[config.mk]
export PLATFORM = sky130hd
export DESIGN_NAME = stat_spill_readout_ctrl_flat
export DESIGN_NICKNAME = d
export VERILOG_FILES = /design/src/rtl/stat_spill_readout_ctrl_pkg.sv /design/src/rtl/stat_spill_readout_ctrl_if.sv /design/src/rtl/stat_spill_readout_ctrl_live_edge_det.sv /design/src/rtl/stat_spill_readout_ctrl.sv /design/src/flat_wrapper.sv
export SDC_FILE = /design/constraint.sdc
export NUM_CORES = 1
export LEC_CHECK = 0
export CAP_MARGIN = 0
export CORE_MARGIN = 2
export CORE_UTILIZATION = 40
export DETAILED_ROUTE_END_ITERATION = 6
export GPL_TIMING_DRIVEN = 0
export PLACE_DENSITY = 0.67
export SETUP_SLACK_MARGIN = 0.5
export SLEW_MARGIN = 15
export SYNTH_ARGS = -nofsm -noshare
export SYNTH_HDL_FRONTEND = slang
export SYNTH_SLANG_ARGS = --single-unit
[constraint.sdc]
create_clock -name clk -period 2.1 [get_ports clk]
set_input_delay 0.42 -clock clk [delete_from_list [all_inputs] [get_ports clk]]
set_output_delay 0.42 -clock clk [all_outputs]
set_load 0.03 [all_outputs]
[src/rtl/stat_spill_readout_ctrl_pkg.sv]
// Shared types and constants for the spill-level stat readout controller.
package stat_spill_readout_ctrl_pkg;

  localparam int          STAT_W       = 32;
  localparam logic [7:0]  HDR_TAG_DEF  = 8'hA5;

  // Header word layout: {tag[31:24], 4'h0, ncnt[19:16], spill id[15:0]}
  localparam int HDR_TAG_LSB  = 24;
  localparam int HDR_NCNT_LSB = 16;
  localparam int HDR_ID_LSB   = 0;

  typedef enum logic [2:0] {IDLE, LIVE, SNAP, HDR, DATA} state_t;

  function automatic logic [STAT_W-1:0] make_hdr(input logic [7:0]  tag,
                                                 input logic [3:0]  ncnt,
                                                 input logic [15:0] id);
    logic [STAT_W-1:0] w;
    w                     = '0;
    w[HDR_TAG_LSB  +: 8]  = tag;
    w[HDR_NCNT_LSB +: 4]  = ncnt;
    w[HDR_ID_LSB   +: 16] = id;
    return w;
  endfunction

endpackage

[src/rtl/stat_spill_readout_ctrl_if.sv]
// Valid/ready readout stream carrying header + counter words of a spill record.
interface stat_spill_readout_ctrl_if;
  import stat_spill_readout_ctrl_pkg::*;

  logic [STAT_W-1:0] data;
  logic              valid;
  logic              ready;
  logic              last;

  modport master (output data, output valid, output last, input  ready);
  modport slave  (input  data, input  valid, input  last, output ready);
endinterface

[src/rtl/stat_spill_readout_ctrl_live_edge_det.sv]
// Registered edge detector for the spill live window. pre_live resets to 1 so
// a window already open at reset release is not taken as a spill start.
module live_edge_det (
  input  logic clk,
  input  logic rst_n,
  input  logic in_live,
  output logic rise,
  output logic fall
);
  logic pre_live;

  // Previous-cycle copy of the live level
  always_ff @(posedge clk or negedge rst_n) begin
    if (!rst_n) pre_live <= 1'b1;
    else        pre_live <= in_live;
  end

  assign rise = in_live & ~pre_live;
  assign fall = ~in_live & pre_live;
endmodule

[src/rtl/stat_spill_readout_ctrl.sv]
// Spill controller: waits for a live window to close, snapshots all counters,
// then streams header + NCNT counter words. A window that opens and closes
// while a record is still going out is dropped and flagged as overrun.
module stat_spill_readout_ctrl
  import stat_spill_readout_ctrl_pkg::*;
#(
  parameter int         NCNT    = 4,
  parameter logic [7:0] HDR_TAG = HDR_TAG_DEF
) (
  input  logic                     clk,
  input  logic                     rst_n,
  input  logic                     in_live,
  input  logic [NCNT*STAT_W-1:0]   cnt_in,
  stat_spill_readout_ctrl_if.master out,
  output logic [15:0]              spill_id,
  output logic                     busy,
  output logic                     overrun
);
  localparam int               IDX_W    = (NCNT > 1) ? $clog2(NCNT) : 1;
  localparam logic [IDX_W-1:0] IDX_LAST = IDX_W'(NCNT - 1);

  state_t                         state_q, state_d;
  logic [IDX_W-1:0]               idx_q;
  logic [NCNT-1:0][STAT_W-1:0]    lane_in;
  logic [NCNT-1:0][STAT_W-1:0]    snap_q;
  logic [15:0]                    spill_q;
  logic                           pend_q, pend_d;
  logic                           ovr_q;
  logic                           rise, fall;
  logic                           accept, rec_busy, rec_done, drop, resume_live;

  live_edge_det u_edge (
    .clk     (clk),
    .rst_n   (rst_n),
    .in_live (in_live),
    .rise    (rise),
    .fall    (fall)
  );

  // Unpack the flat counter bus into per-counter lanes
  for (genvar k = 0; k < NCNT; k++) begin : g_lane
    assign lane_in[k] = cnt_in[k*STAT_W +: STAT_W];
  end

  assign accept   = out.valid & out.ready;
  assign rec_busy = (state_q == SNAP) || (state_q == HDR) || (state_q == DATA);
  assign rec_done = (state_q == DATA) && accept && (idx_q == IDX_LAST);
  // While busy, pre_live can only be high after a rise seen during the record,
  // so a fall here always closes a window that has no snapshot of its own.
  assign drop     = rec_busy && fall && pend_q;
  // A window opened during the record and still open when the record ends
  assign resume_live = (pend_q & ~fall) | rise;

  // State register
  always_ff @(posedge clk or negedge rst_n) begin
    if (!rst_n) state_q <= IDLE;
    else        state_q <= state_d;
  end

  // Next-state and pending-live tracking
  always_comb begin
    state_d = state_q;
    pend_d  = pend_q;
    if (rec_busy && rise) pend_d = 1'b1;
    if (drop)             pend_d = 1'b0;
    case (state_q)
      IDLE: if (rise)   state_d = LIVE;
      LIVE: if (fall)   state_d = SNAP;
      SNAP:             state_d = HDR;
      HDR:  if (accept) state_d = DATA;
      DATA: if (rec_done) begin
        state_d = resume_live ? LIVE : IDLE;
        pend_d  = 1'b0;
      end
      default:          state_d = IDLE;
    endcase
  end

  // Stream outputs decoded from state; data held stable by the registers behind it
  always_comb begin
    out.valid = 1'b0;
    out.last  = 1'b0;
    out.data  = '0;
    case (state_q)
      HDR: begin
        out.valid = 1'b1;
        out.data  = make_hdr(HDR_TAG, 4'(NCNT), spill_q + 16'd1);
      end
      DATA: begin
        out.valid = 1'b1;
        out.data  = snap_q[idx_q];
        out.last  = (idx_q == IDX_LAST);
      end
      default: ;
    endcase
  end

  // Word index within the counter section
  always_ff @(posedge clk or negedge rst_n) begin
    if (!rst_n)                                   idx_q <= '0;
    else if (state_q == HDR && accept)            idx_q <= '0;
    else if (state_q == DATA && accept && !rec_done) idx_q <= idx_q + 1'b1;
  end

  // Snapshot bank, loaded once in SNAP and held for the whole record
  always_ff @(posedge clk or negedge rst_n) begin
    if (!rst_n)                 snap_q <= '0;
    else if (state_q == SNAP)   snap_q <= lane_in;
  end

  // Completed record id, pending live flag and sticky overrun
  always_ff @(posedge clk or negedge rst_n) begin
    if (!rst_n) begin
      spill_q <= '0;
      pend_q  <= 1'b0;
      ovr_q   <= 1'b0;
    end else begin
      pend_q <= pend_d;
      if (rec_done) spill_q <= spill_q + 16'd1;
      if (drop)     ovr_q   <= 1'b1;
    end
  end

  assign spill_id = spill_q;
  assign busy     = rec_busy;
  assign overrun  = ovr_q;
endmodule

[src/flat_wrapper.sv]
// flat-port wrapper written by rule: the top's interface ports become plain ports
module stat_spill_readout_ctrl_flat import stat_spill_readout_ctrl_pkg::*;
#(
  parameter int         NCNT    = 4,
  parameter logic [7:0] HDR_TAG = HDR_TAG_DEF
)
  (clk, rst_n, in_live, cnt_in, spill_id, busy, overrun, out_data, out_valid, out_last, out_ready);
  stat_spill_readout_ctrl_if out_i ();
  input  logic clk;
  input  logic rst_n;
  input  logic in_live;
  input  logic [NCNT*STAT_W-1:0] cnt_in;
  output logic [15:0] spill_id;
  output logic busy;
  output logic overrun;
  output wire logic [$bits(out_i.data)-1:0] out_data;
  output wire logic [$bits(out_i.valid)-1:0] out_valid;
  output wire logic [$bits(out_i.last)-1:0] out_last;
  input wire logic [$bits(out_i.ready)-1:0] out_ready;
  assign out_data = out_i.data;
  assign out_valid = out_i.valid;
  assign out_last = out_i.last;
  assign out_i.ready = out_ready;
  stat_spill_readout_ctrl #(.NCNT(NCNT), .HDR_TAG(HDR_TAG)) u_core (.clk(clk), .rst_n(rst_n), .in_live(in_live), .cnt_in(cnt_in), .out(out_i), .spill_id(spill_id), .busy(busy), .overrun(overrun));
endmodule
==> flow_metrics.py <==
metrics = {
    "setup_path": {
        "worst-path-max-fanout": 8,
        "end_kind": "output pin",
        "cp-start-kind": "flip-flop",
        "worst_path_max_delay_cell": "mux4_2",
        "critical_path_class": "flip-flop to output pin",
        "r2r-start": "u_core.state_q[2]$_DFFE_PN0P_",
        "arrival_ps": 2060,
        "worstPathCellList": "buf_12, buf_8, buf_16, mux4_2, nand2_2, o21ai_4, buf_6",
        "crit_required_ps": 1680,
        "r2r_cells": 9,
        "reg2reg_slack_ps": 130,
        "r2r-end": "u_core.snap_q[109]$_DFFE_PN0P_",
        "slowest_delay_ps": 510,
    },
    "routing": {
        "ant_nets": 0,
        "vias_per_cell": 5.314,
        "drtIter0Drc": 316,
        "drt-wirelength-per-cell_um": 23.00,
        "num_vias": 5479,
        "drc_errors": 0,
        "dr.pass1.iters": 4,
        "wl_mm": 23.71,
    },
    "synth": {
        "synth_commonest_cells": "dfrtp_1, mux2_2, nand2_1, mux4_2, xnor2_1",
        "yosysWarningCount": 0,
        "synth_edf_count": 0,
        "ys_ff_latch": 152,
        "syn_nets": 646,
        "synth_area_um2": 7187,
        "ys_async_sr_fraction_pct": 100.0,
        "synthCells": 512,
        "synth_area_leaders": "dfrtp_1, mux2_2, mux4_2",
        "synth_top_area_share_pct": 52.58,
        "synth-seq-area-share_pct": 52.94,
        "yosysMostFrequentCell": "dfrtp_1",
        "synthFlopType": "dfrtp_1",
        "synth_top_cell_by_area": "dfrtp_1",
        "synth_area_per_cell_um2": 14.04,
        "yosysUniqueCellTypes": 44,
    },
    "power_and_ir_drop": {
        "vdd_drop_max_v": 0.0007799,
        "leakagePower_uw": 0.005321,
        "powerDensity_nw_per_um2": 1361,
    },
    "cts": {
        "clockRootBuffer": "clkbuf_16",
        "cts.sink_count": 152,
        "clock_latency_ps": 430,
        "cts_made_buffers": 17,
        "clk_pin_slew_ps": 60,
        "cts-htree-levels": 4,
        "cts_tree": "yes",
        "cts_max_path_buffers": 2,
    },
    "final_layout": {
        "multiInputGateArea_um2": 4109,
        "post-route-util_pct": 69.91,
        "drive_above_1_share_pct": 55.86,
        "seq_area_um2": 3826,
        "nets": 923,
        "syn_to_final_growth_pct": 72.95,
        "n_antenna_cell": 0,
        "fillers": 1194,
        "stdcell_count": 1031,
    },
    "grt": {
        "antenna_found_initial": 1,
        "grt_pass1_vias": 6154,
        "grt_pass1_wl_mm": 36.80,
        "grt_remaining_overflow": 0,
        "grt_usage_pct": 25.48,
        "grt_max_degree": 83,
    },
    "die": {
        "die_area_um2": 19060,
        "die_x_um": 138.0,
        "core_um2": 17780,
        "die_height_um": 138.0,
        "rows": 49,
        "start_util_pct": 40.42,
        "ios": 184,
    },
    "sta": {
        "worst_slew_pin_slew_ps": 565.0,
        "rsz0062_at_grt": "true",
        "min_period_ps": 2481,
        "max_freq_ghz": 0.4031,
        "maxSlewViolCount": 0,
        "slew_headroom_pct": 62.33,
        "final-setup-viol-count": 34,
        "fin_skew_ps": 9.578,
        "final.setup.worst_slack_ps": -380.6,
        "hold_viol": 0,
        "fin_crit_sh_pct": 118.1,
    },
    "placement": {
        "gp_congestion": 0.8044,
        "dpl.cell_count": 925,
        "preCtsSetupSlack_ps": -766.1,
        "hpwl_mm": 14.03,
        "port_buffers": 183,
    },
    "run_status": {
        "status": "complete, but fails checks",
        "violations": "setup timing",
    },
    "hold_path": {
        "hold_path_class": "flip-flop to flip-flop",
        "holdCritStartpoint": "u_core.overrun$_DFFE_PN0P_",
        "hold_end": "u_core.overrun$_DFFE_PN0P_",
        "min_path_cells": 1,
    },
    "run": {
        "maxCapViolations": 0,
    },
}
-- how the worst max path moves through the flow --
stage | from | to | slack [ps]
floorplan | u_core.spill_id[7]$_DFFE_PN0P_ | out_data[15] | -130
global placement | rst_n | u_core.spill_id[4]$_DFFE_PN0P_ | -6060
detailed placement | u_core.idx_q[1]$_DFFE_PN0P_ | out_data[15] | -770
CTS | u_core.idx_q[1]$_DFFE_PN0P_ | out_data[0] | -380
global route | u_core.idx_q[0]$_DFFE_PN0P_ | out_data[2] | -440
finish | u_core.idx_q[0]$_DFFE_PN0P_ | out_data[2] | -380
-- layer usage --
layer / GRT usage (%) / vias up / share of wire [%]
li1: - / 2421 / -
met1: 34.19 / 2820 / 43
met2: 40.98 / 203 / 48
met3: 6.408 / 35 / 6.3
met4: 8.271 / 0 / 2.2
met5: 0 / - / 0
-- where the power goes --
group	switching [µW]	internal (µW)	leakage [µW]
clock network	1290	2040	0.000309
logic	3020	5510	0.00321
registers	795	4270	0.00181
-- worst max-delay path: cells and delay by family (launching register included) --
kind	cells	cell delay, ps
and+or+nand+nor	1	90
AOI/OAI and AO/OA	1	50
muxes	1	510
DFF	1	410
buffers and inverters	4	570
-- timing repair --
| item | 4_1_cts | 5_1_grt |
|---|---|---|
| setup endpoints to repair | 197 | 189 |
| gates resized for setup | 544 | 51 |
| hold buffers | 1 | 0 |
| pin swaps | 23 | 14 |
| setup buffers | 47 | 7 |
| cloned | 19 | 0 |
| endpoints found under the hold margin | 70 | 0 |
-- registers in the layout, indices dropped and copies added, names as in the netlist --
| signal | count |
|---|---|
| u_core.spill_id | 16 |
| u_core.overrun | 1 |
| u_core.u_edge.pre_live | 1 |
| u_core.idx_q | 2 |
| u_core.pend_q | 1 |
| u_core.state_q | 3 |
| u_core.snap_q | 128 |
-- placed cells by master, fill, tap and decap left out, drive strengths merged, types with 7 or more instances in the layout --
master         Yosys  routed
buf               29     153
clkbuf             5      25
clkdlybuf4s50      0     129
dfrtp            151     151
inv                3       7
mux2             129     129
mux4              32      32
nand2             41      41
nand3             13      13
nand4              7       7
nor2               8       8
nor2b             15      15
o21ai             17      17
xnor2             17      17
xor2               9       9
-- cell type report --
cell class | count | area share, %
Tap cell | 229 | 2.305
Inverter | 3 | 0.09060
Sequential cell | 152 | 30.78
Buffer | 34 | 4.288
Clock inverter | 13 | 1.530
Multi-Input combinational cell | 323 | 33.06
Clock buffer | 19 | 3.564
Timing Repair Buffer | 258 | 24.38
-- stage by stage --
stage	setup TNS, ps	hold slack (ps)	instance area (µm²)	power [µW]
3_5_place_dp	-20280	425.7	9757	10050
4_1_cts	-11020	469.9	12260	16550
2_1_floorplan	-125.4	124.4	7606	8518
6_report	-10470	477.2	12430	16920
5_1_grt	-12400	515.4	12430	17620
3_3_place_gp	-856530	464.3	9724	9851
-- kinds of logic after synthesis --
| logic type | Yosys count | share of synthesized area, % |
|---|---|---|
| flip-flops | 152 | 52.94 |
| multiplexers | 162 | 30.38 |
| XOR/XNOR | 26 | 3.169 |
| AO/OA/AOI/OAI | 30 | 2.507 |
| buffers and inverters | 37 | 3.047 |
| adder cells (fa/ha/maj) | 2 | 0.3481 |
| AND/OR/NAND/NOR | 103 | 7.608 |
Power figures use the tool's default switching activity.
